**config.mk**
```make
export PLATFORM = sky130hd
export DESIGN_NAME = rr_arbiter8
export DESIGN_NICKNAME = d
export VERILOG_FILES = /design/src/rtl/rr_arbiter8.sv
export SDC_FILE = /design/constraint.sdc
export NUM_CORES = 1
export LEC_CHECK = 0
export ABC_CLOCK_PERIOD_IN_PS = 3300
export CORE_MARGIN = 2
export CORE_UTILIZATION = 53
export DETAILED_ROUTE_END_ITERATION = 8
export HOLD_SLACK_MARGIN = 0.1
export PLACE_DENSITY = 0.77
export SKIP_LAST_GASP = 1
export SYNTH_ARGS = -nofsm -noshare
export SYNTH_HDL_FRONTEND = slang
export SYNTH_SLANG_ARGS = --single-unit
```
**constraint.sdc**
```tcl
create_clock -name clk -period 3.3 [get_ports clk]
set_input_delay 0.66 -clock clk [delete_from_list [all_inputs] [get_ports clk]]
set_output_delay 0.66 -clock clk [all_outputs]
set_load 0.02 [all_outputs]
```
**src/rtl/rr_arbiter8.sv**
```systemverilog
// Eight-requester round-robin arbiter with a hold limit and a bus-turnaround cycle.
// A requester owns the grant while it holds req. After MAX_HOLD consecutive cycles
// the grant is revoked, but only if someone else is waiting. Every grant is followed
// by at least one idle cycle. All outputs come straight from flops.
//
// state   | meaning
// --------+-----------------------------------------------------------
// S_IDLE  | no owner; next set req bit at or after ptr wins on the edge
// S_GRANT | gnt_idx owns the resource; hcnt counts consecutive cycles
module rr_arbiter8 #(
   parameter int MAX_HOLD = 15
) (
   input  logic       clk,
   input  logic       rst_n,
   input  logic [7:0] req,
   output logic [7:0] gnt,
   output logic [2:0] gnt_idx,
   output logic       gnt_valid,
   output logic       forced
);

   localparam int HW = $clog2(MAX_HOLD + 1);
   localparam logic [HW-1:0] HOLD_MAX = HW'(MAX_HOLD);
   localparam logic [HW-1:0] HOLD_ONE = HW'(1);

   typedef enum logic {
      S_IDLE  = 1'b0,
      S_GRANT = 1'b1
   } state_t;

   state_t        state_q;
   logic [2:0]    ptr_q;
   logic [HW-1:0] hcnt_q;

   logic [2:0]    sel_idx_d;
   logic [2:0]    cand;
   logic [7:0]    others;

   // Rotating priority search: scan offsets high to low so the nearest set bit at or after ptr wins
   always_comb begin
      sel_idx_d = ptr_q;
      cand      = ptr_q;
      for (int i = 7; i >= 0; i--) begin
         cand = ptr_q + 3'(i);
         if (req[cand]) sel_idx_d = cand;
      end
   end

   // Requests other than the current owner, used to decide whether the hold limit forces a release
   always_comb begin
      others = req & ~(8'b1 << gnt_idx);
   end

   // Arbitration FSM with registered grant outputs and the one-cycle forced pulse
   always_ff @(posedge clk or negedge rst_n) begin
      if (!rst_n) begin
         state_q   <= S_IDLE;
         ptr_q     <= 3'd0;
         hcnt_q    <= '0;
         gnt       <= 8'h00;
         gnt_idx   <= 3'd0;
         gnt_valid <= 1'b0;
         forced    <= 1'b0;
      end else begin
         forced <= 1'b0;
         case (state_q)
            S_IDLE: begin
               if (|req) begin
                  state_q   <= S_GRANT;
                  gnt_idx   <= sel_idx_d;
                  gnt       <= 8'b1 << sel_idx_d;
                  gnt_valid <= 1'b1;
                  hcnt_q    <= HOLD_ONE;
               end
            end
            S_GRANT: begin
               if (!req[gnt_idx] || ((hcnt_q == HOLD_MAX) && (|others))) begin
                  // Release (voluntary or forced); pointer moves past the old owner for fairness
                  state_q   <= S_IDLE;
                  ptr_q     <= gnt_idx + 3'd1;
                  hcnt_q    <= '0;
                  gnt       <= 8'h00;
                  gnt_idx   <= 3'd0;
                  gnt_valid <= 1'b0;
                  forced    <= req[gnt_idx];
               end else if (hcnt_q != HOLD_MAX) begin
                  hcnt_q <= hcnt_q + HOLD_ONE;
               end else begin
                  // Sole requester at the limit keeps the bus; start a new hold window
                  hcnt_q <= HOLD_ONE;
               end
            end
            default: state_q <= S_IDLE;
         endcase
      end
   end

endmodule

```
### Word-level counts from Yosys, hierarchy flattened

Cells that the tools add are included.

| storage, ports and cells | value |
|---|---|
| flip-flop bits (word level) | 21 |
| latch bits | 0 |
| bits in writable memories | 0 |
| memory bits (read-only) | 0 |
| input port bits | 10 |
| output and inout port bits | 13 |
| logic and storage cells | 85 |
| memories | 0 |

| cells by class | value |
|---|---|
| $add $sub $neg | 9 |
| multiply operators | 0 |
| div/mod/pow operators | 0 |
| $lt $le $gt $ge | 9 |
| eq/ne operators | 4 |
| shift operators | 2 |
| muxes and demuxes | 44 |
| bitwise gates (word level) | 3 |
| reductions and logical operators | 7 |

Operator list:

| cell | number |
|---|---|
| less-than comparator 3 x 4 -> 1 bit, second input constant | 9 |
| 2-to-1 mux 3 bit | 10 |
| binary-select mux 1 bit (select 3 bit) | 9 |
| 2-to-1 mux 8 bit | 2 |
| one-hot mux 8 bit (2 select lines) | 1 |
| OR reduction 8 bit | 2 |
| << shifter 1 x 3 -> 8 bit, first input constant | 2 |
| 2-to-1 mux 1 bit | 15 |
| adder 3 bit, second input constant | 4 |
| 2-to-1 mux 4 bit | 3 |
| AND 8 bit | 1 |
| inverter 8 bit | 1 |
| one-hot mux 4 bit (2 select lines) | 1 |
| adder 3 x 1 -> 3 bit, second input constant | 2 |
| adder 3 x 2 -> 3 bit, second input constant | 2 |
| one-hot mux 3 bit (2 select lines) | 1 |
| adder 4 x 1 -> 4 bit, second input constant | 1 |
| == test 4 bit, second input constant | 1 |
| != test 4 bit, second input constant | 1 |
| one-hot mux 1 bit (2 select lines) | 2 |
| AND reduction 2 bit | 2 |
| != test 2 x 1 -> 1 bit, second input constant | 1 |
| != test 2 bit, second input constant | 1 |
| logical AND 1 bit | 1 |
| 3 further kinds | 3 |

### Logic depth before layout (Yosys ltp)

Gate-level depths: netlist of the first run.

| depth | value |
|---|---|
| depth after elaboration | 14 |
| mapped depth | 12 |
| mapped depth without buffers | 8 |

### Least setup slack after synthesis of the first run

Ideal clock, no wire load.

| path | value |
|---|---|
| path kind | flip-flop to flip-flop |
| from | register ptr_q[1] |
| to | register gnt[3] |
| library setup time | 110 ps |
| arrival | 3152 ps |
| required time | 3190 ps |
| setup slack | 38 ps |
| stages on the path, launching flop included | 13 |
| path buffers | 4 |
| period minus slack after synthesis | 3262 ps |
| cells stage by stage | dfrtp_1 buf_2 clkbuf_1 inv_1 ha_1 buf_4 buf_4 mux2i_1 mux4_2 nand4_1 o311ai_0 o32a_1 o41ai_1 |

| between the ends | value |
|---|---|
| word-level cells in the longest chain between the ends | 14 |
| elaborated cells between the ends (all ways) | 34 |
| those cells by class | add/sub: 7; shift: 1; mux: 26 |

Ends and longest elaborated chain:

| item | line | RTL |
|---|---|---|
| start: declaration | 32 | `logic [2:0] ptr_q;` |
| start signal: assignment | 80 | `ptr_q <= gnt_idx + 3'd1;` |
| adder 3 bit | 44 | `cand = ptr_q + 3'(i);` |
| binary-select mux 1 bit (select 3 bit) | 45 | `if (req[cand]) sel_idx_d = cand;` |
| 2-to-1 mux 1 bit (not written as such) | 45 |  |
| 2-to-1 mux 3 bit (7 in a row) | 45 |  |
| 2-to-1 mux 3 bit * | 45 |  |
| << shifter 1 x 3 -> 8 bit * | 71 | `gnt <= 8'b1 << sel_idx_d;` |
| 2-to-1 mux 8 bit * | 68 | `if (\|req) begin` |
| one-hot mux 8 bit (2 select lines) * | 66 | `case (state_q)` |
| end signal: assignment | 71 |  |
| end: declaration | 16 | `output logic [7:0] gnt,` |

Mark *: on every way between the ends. The rest lies on a longest branch, timed or not. The select of a mux whose other input is x is not followed.
A chain may end at the register's enable or synchronous reset.

### Worst setup path in the final report of the first run

| path | value |
|---|---|
| from | input port req[1] |
| to | register gnt[2] |

| between the ends | value |
|---|---|
| word-level cells in the longest chain between the ends | 13 |
| elaborated cells between the ends (all ways) | 38 |
| those cells by class | eq/ne: 2; shift: 1; mux: 28; bitwise: 1; reduce/logical: 6 |

Ends and longest elaborated chain:

| item | line | RTL |
|---|---|---|
| start: declaration | 15 | `input logic [7:0] req,` |
| binary-select mux 1 bit (select 3 bit) | 45 |  |
| 2-to-1 mux 1 bit (not written as such) | 45 |  |
| 2-to-1 mux 3 bit (8 in a row) | 45 |  |
| << shifter 1 x 3 -> 8 bit | 71 |  |
| 2-to-1 mux 8 bit | 68 |  |
| one-hot mux 8 bit (2 select lines) | 66 |  |

Parallel ways exist; a longest one is shown, timed or not. The select of a mux whose other input is x is not followed.

==> impl_metrics.py, run 1 <==
metrics = {
    "finish": {
        "fin_util_pct": 66.4,
        "antenna_cells": 0,
        "layout.nets": 311,
        "design_area_um2": 2910,
        "area_growth_pct": 19.2,
        "most-common-layout-cells": "buf_4, clkdlybuf4s50_1, dfrtp_1",
        "layout_commonest_cell": "buf_4",
        "drive_above_1_share_pct": 24.1,
    },
    "yosys": {
        "ys_async_sr_fraction_pct": 100,
        "syn_inst": 253,
        "yosysWarnings": 0,
        "synth_edf_count": 0,
        "ys.flop_type": "dfrtp_1",
        "ys_seq_area_share_pct": 21.5,
        "ys_seq_elements": 21,
        "synth_cell_types": 65,
        "synth_nets": 272,
        "avgSynthCellArea_um2": 9.64,
        "syn_area_um2": 2440,
    },
    "detailed_routing": {
        "wire_per_inst_um": 18.8,
        "finalWirelength_mm": 6.44,
        "vias": 2324,
        "vias_per_cell": 6.78,
        "drc": 0,
        "firstDrtPassIters": 4,
        "drt_iter0_drc": 243,
        "ant_nets": 0,
    },
    "sta": {
        "timing.final.crit_share_pct": 95.3,
        "max_freq_ghz": 0.318,
        "skew_ps": 6.71,
        "setup_ws_ps": 155,
        "worst_pin_slew_ps": 931,
        "finalHoldViolCount": 0,
        "max_slew_margin_pct": 37.7,
        "setup_viol": 0,
        "finalMaxSlewViolations": 0,
        "final.min_clock_period_ps": 3140,
        "hold_ws_ps": 515,
        "rsz0062_at_grt": "false",
    },
    "run_status": {
        "status": "finished, final reports clean",
    },
    "clocking": {
        "cts_htree_levels": 1,
        "cts_tree": "done",
        "numCtsBuffers": 3,
        "clk_latency_ps": 260,
        "clock_sinks": 21,
        "cts_root_buffer": "clkbuf_8",
        "cts_resized": 0,
        "cts.repair_timing.setup_buffer_count": 0,
        "cts_hold_buf": 0,
        "cts.reportedPaths.clkPinSlew_ps": 80,
        "clockBufferDepth": 2,
    },
    "run": {
        "max_cap_viol_count": 0,
    },
    "floorplanning": {
        "die_w_um": 71.9,
        "row_count": 24,
        "start_util_pct": 55.7,
        "ios": 23,
        "core-area_um2": 4380,
        "die_area_um2": 5160,
        "fp.dieH_um": 71.9,
    },
    "pwr": {
        "power_density_nw_per_um2": 1060,
        "p_int_mw": 1.58,
        "p_sw_mw": 1.51,
        "power_frac_seq_pct": 14.6,
        "switching_share_pct": 48.8,
        "clockPowerShare_pct": 5.2,
        "p_leak_nw": 1.20,
        "combPwrFrac_pct": 80.1,
        "vdd_drop_max_mv": 0.644,
    },
    "global_route": {
        "grt_util_all_layers_pct": 26.1,
        "grt_overflow": 0,
        "first_global_vias": 2232,
        "antenna_found_initial": 0,
        "grt_pass1_wl_mm": 10.7,
        "grt_max_degree": 40,
    },
    "worst_setup_path": {
        "r2r_cells": 8,
        "critical_path_class": "input pin to flip-flop",
        "critPathLaunchType": "input pin",
        "crit_fanout": 11,
        "r2r_start": "ptr_q[1]",
        "critPathLaunch": "req[1]",
        "crit_path_end_kind": "flip-flop",
        "critPathRequiredTime_ps": 3410,
        "arrival_ps": 3260,
    },
    "hold_path": {
        "hold_path.class": "flip-flop to flip-flop",
        "hold_start": "gnt_valid",
        "hold_depth": 2,
    },
    "placement": {
        "dpl.hpwl_mm": 4.78,
        "place_congestion": 0.948,
        "numPortBuffers": 22,
        "dp_slack_ps": -100,
        "place_area_um2": 2860,
    },
}
synthesized netlist by cell type (2+ instances only):
master / n / share of area, %
buf_2: 10 / 2.1
a32o_1: 2 / 0.82
mux2i_1: 18 / 7.4
nand3_1: 3 / 0.62
o221a_1: 2 / 0.92
nor3_1: 5 / 1.0
o41ai_1: 8 / 2.9
o31a_1: 2 / 0.72
and3_1: 4 / 1.0
nor2b_1: 2 / 0.51
o22ai_1: 4 / 1.0
o32a_1: 2 / 0.82
buf_6: 2 / 0.92
ha_1: 9 / 4.6
a211o_1: 4 / 1.4
mux4_2: 16 / 15
nor2_1: 14 / 2.2
inv_1: 10 / 1.5
o211ai_1: 9 / 2.8
o21ai_0: 8 / 1.6
nand2b_1: 5 / 1.3
nor4_1: 2 / 0.51
clkbuf_1: 8 / 1.2
nand2_1: 20 / 3.1
a21oi_1: 6 / 1.2
mux2_2: 9 / 4.2
and2_1: 3 / 0.77
dfrtp_1: 21 / 22
buf_4: 3 / 0.92
o2bb2ai_1: 4 / 1.4
xor2_1: 2 / 0.72
nor3b_1: 2 / 0.62
o221ai_1: 2 / 0.72
registers in the layout (all words and copies together), names as in the netlist:
register	cells
gnt	8
hcnt_q	4
gnt_idx	3
ptr_q	3
forced	1
gnt_valid	1
state_q	1
path summary, 6_finish.rpt:
path / end / slack (ps)
worst max-delay path: gnt[2] / 160
worst min-delay path: gnt_valid / 520
worst max register to register: gnt[2] / 200
worst min register to register: gnt_valid / 520
max in group asynchronous: forced / 1810
min in group asynchronous: gnt[2] / 920
metrics by stage:
stage	TNS [ps]	total power [mW]	std cells
6_report	0	3.09	343
5_1_grt	0	3.31	343
4_1_cts	0	3.07	343
3_5_place_dp	-342	2.89	339
3_3_place_gp	-7.35	2.85	339
2_1_floorplan	0	2.18	253
logic make-up after synthesis:
kind of cell               synth area share, %
buffers and inverters                     6.97
AOI/OAI and AO/OA                         25.5
muxes                                     27.8
DFF                                       21.5
and+or+nand+nor                           12.5
adders and majority gates                 4.62
xor gates and xnor gates                  1.08
area by class of cell:
class | instances | area [um2]
multi-input combinational | 197 | 1740
clock inverter | 1 | 5.00
timing repair buffer | 57 | 483
inverter | 12 | 45.0
sequential | 21 | 526
fill | 367 | 1480
tap | 52 | 65.1
clock buffer | 3 | 41.3
per-layer routing:
| layer | track usage, % | wire (um) | up-vias |
|---|---|---|---|
| met4 | 10.1 | 149 | 0 |
| met3 | 2.25 | 259 | 13 |
| met5 | 0 | 0 | - |
| met2 | 43.4 | 3240 | 65 |
| li1 | - | - | 1088 |
| met1 | 35.3 | 2800 | 1158 |
power by group through the flow:
stage          registers, mW  clock network, mW  logic [mW]
4_1_cts                0.452              0.165        2.46
5_1_grt                0.465              0.180        2.66
3_5_place_dp           0.455                  0        2.43
6_report               0.452              0.162        2.48
2_1_floorplan          0.480                  0        1.70
3_3_place_gp           0.453                  0        2.40
worst max-delay path: stages:
cell and delay [ps]:
clkdlybuf4s50_1 660, buf_4 210, mux4_2 280, nor2_1 60, o311ai_1 440, a311oi_1 200, a211oi_1 600, o41ai_1 130
Power figures use the tool's default switching activity.
==> run 2, diff against run 1 <==
Settings changed: CORE_UTILIZATION 53 to 43, PLACE_DENSITY 0.77 to 0.64.
==> run 2 against run 1 <==
Clock skew decreased by 5.0 ps. Clock power increased by 6%. Sequential power about the same. Count of clock-buffer cells in the layout increased by 1. Wire length increased by 1.8%. Die area increased by 22%. Utilization decreased by 12 points. Cell count increased by 7.0%. Setup slack improved by 35 ps. Combinational power about the same. Global-route usage decreased by 4.3 points. Worst hold slack got worse by 1.1 ps. Critical endpoint is now gnt[6]. Largest power group unchanged.
==> impl_metrics.py, run 2 (synthesis results as in run 1) <==
metrics = {
    "pwr": {
        "switching_share_pct": 47.9,
        "vdd_drop_max_mv": 0.457,
        "p_sw_mw": 1.50,
        "combPwrFrac_pct": 80.1,
        "clockPowerShare_pct": 5.5,
        "p_int_mw": 1.63,
        "power_mw": 3.13,
        "power_frac_seq_pct": 14.4,
        "power_density_nw_per_um2": 1050,
        "p_leak_nw": 1.23,
    },
    "detailed_routing": {
        "drc": 0,
        "ant_nets": 0,
        "vias": 2277,
        "vias_per_cell": 6.20,
        "drt_iter0_drc": 154,
        "wire_per_inst_um": 17.9,
        "firstDrtPassIters": 4,
        "finalWirelength_mm": 6.56,
    },
    "finish": {
        "layout_commonest_cell": "buf_4",
        "most-common-layout-cells": "buf_4, dfrtp_1, nand2_1, clkdlybuf4s50_1, mux2i_1",
        "design_area_um2": 2970,
        "drive_above_1_share_pct": 24.7,
        "largest_reg_flops": 8,
        "area_growth_pct": 21.6,
        "top_register": "gnt",
        "layout.cells.non_filler": 367,
        "antenna_cells": 0,
        "top_regs": "gnt (8), hcnt_q (4)",
        "fin_util_pct": 53.9,
        "layout.nets": 315,
    },
    "global_route": {
        "antenna_found_initial": 0,
        "grt_pass1_wl_mm": 11.0,
        "grt_util_all_layers_pct": 21.8,
        "grt_max_degree": 40,
        "first_global_vias": 2217,
        "grt_overflow": 0,
    },
    "worst_setup_path": {
        "critical_path_class": "input pin to flip-flop",
        "crit_path_end_kind": "flip-flop",
        "critPathRequiredTime_ps": 3440,
        "arrival_ps": 3250,
        "crit_fanout": 8,
        "critPathLaunchType": "input pin",
    },
    "sta": {
        "max_freq_ghz": 0.322,
        "final.min_clock_period_ps": 3110,
        "finalMaxSlewViolations": 0,
        "worst_pin_slew_ps": 937,
        "setup_viol": 0,
        "finalHoldViolCount": 0,
        "hold_ws_ps": 514,
        "setup_tns_ps": 0,
        "max_slew_margin_pct": 37.4,
        "skew_ps": 1.67,
        "setup_ws_ps": 190,
        "timing.final.crit_share_pct": 94.2,
        "rsz0062_at_grt": "false",
    },
    "clocking": {
        "numCtsBuffers": 3,
        "cts_htree_levels": 1,
        "cts_tree": "done",
        "cts.repair_timing.setup_buffer_count": 0,
        "clock_sinks": 21,
        "clk_latency_ps": 260,
        "clockBufferDepth": 2,
        "cts_root_buffer": "clkbuf_8",
        "cts.reportedPaths.clkPinSlew_ps": 80,
    },
    "floorplanning": {
        "fp.dieH_um": 79.3,
        "row_count": 27,
        "start_util_pct": 44.3,
        "ios": 23,
        "die_area_um2": 6290,
        "die_w_um": 79.3,
        "core-area_um2": 5510,
    },
    "placement": {
        "numPortBuffers": 22,
        "place_congestion": 0.959,
        "place_area_um2": 2920,
        "placed_cells": 363,
        "dp_slack_ps": -113,
        "dpl.hpwl_mm": 5.01,
    },
    "run": {
        "max_cap_viol_count": 0,
    },
    "run_status": {
        "status": "finished, final reports clean",
    },
    "hold_path": {
        "hold_path.class": "flip-flop to flip-flop",
    },
}
==> run 2: changes by cell type in the layout (fill, tap and decap cells not counted), sizes merged <==
| cell | change |
|---|---|
| buf | +4 |
| clkinv | -1 |
| dlymetal6s2s | +2 |
| clkbuf | +1 |
| clkdlybuf4s50 | -2 |
==> run 2: final cells by class <==
| type | instances | area (um2) |
|---|---|---|
| clock buffer | 4 | 45.0 |
| sequential | 21 | 526 |
| inverter | 12 | 45.0 |
| multi-input combinational | 197 | 1740 |
| tap | 72 | 90.1 |
| timing repair buffer | 61 | 518 |
| fill | 491 | 2540 |
==> run 2: worst paths after layout <==
kind	cells past startpoint	from	to	slack (ps)
min	2	gnt_valid	gnt_valid	510
max in group asynchronous	1	rst_n	gnt_valid	1810
max	8	req[3]	gnt[6]	190
min reg2reg	2	gnt_valid	gnt_valid	510
min in group asynchronous	1	rst_n	gnt[5]	920
max reg2reg	9	ptr_q[1]	gnt[6]	280
==> run 2: what timing repair did <==
item | CTS | global route
setup endpoints to repair | 0 | 1
gates resized for setup | 0 | 2
hold buffers | 0 | 0
==> run 2: power by group through the flow <==
| stage | combinational [mW] | sequential (mW) | clock (mW) |
|---|---|---|---|
| final | 2.51 | 0.451 | 0.172 |
| after global routing | 2.73 | 0.466 | 0.188 |
| after CTS | 2.50 | 0.450 | 0.173 |
| after detailed placement | 2.49 | 0.453 | 0 |
| after global placement | 2.47 | 0.453 | 0 |
| after floorplan | 1.70 | 0.480 | 0 |
==> run 2: critical path, stage by stage <==
cell and delay, ps:
clkdlybuf4s50_1 620, buf_4 210, mux2i_1 100, mux4_2 540
nand4_1 110, o311ai_0 180, o32a_1 470, o41ai_1 360
==> run 2: routing by layer <==
metal | global-route usage [%] | vias to the layer above | share of wire (%)
li1 | - | 1092 | -
met1 | 31.4 | 1147 | 47
met2 | 37.1 | 38 | 50
met3 | 2.39 | 0 | 2.8
met4 | 1.21 | 0 | 0
met5 | 0 | - | 0
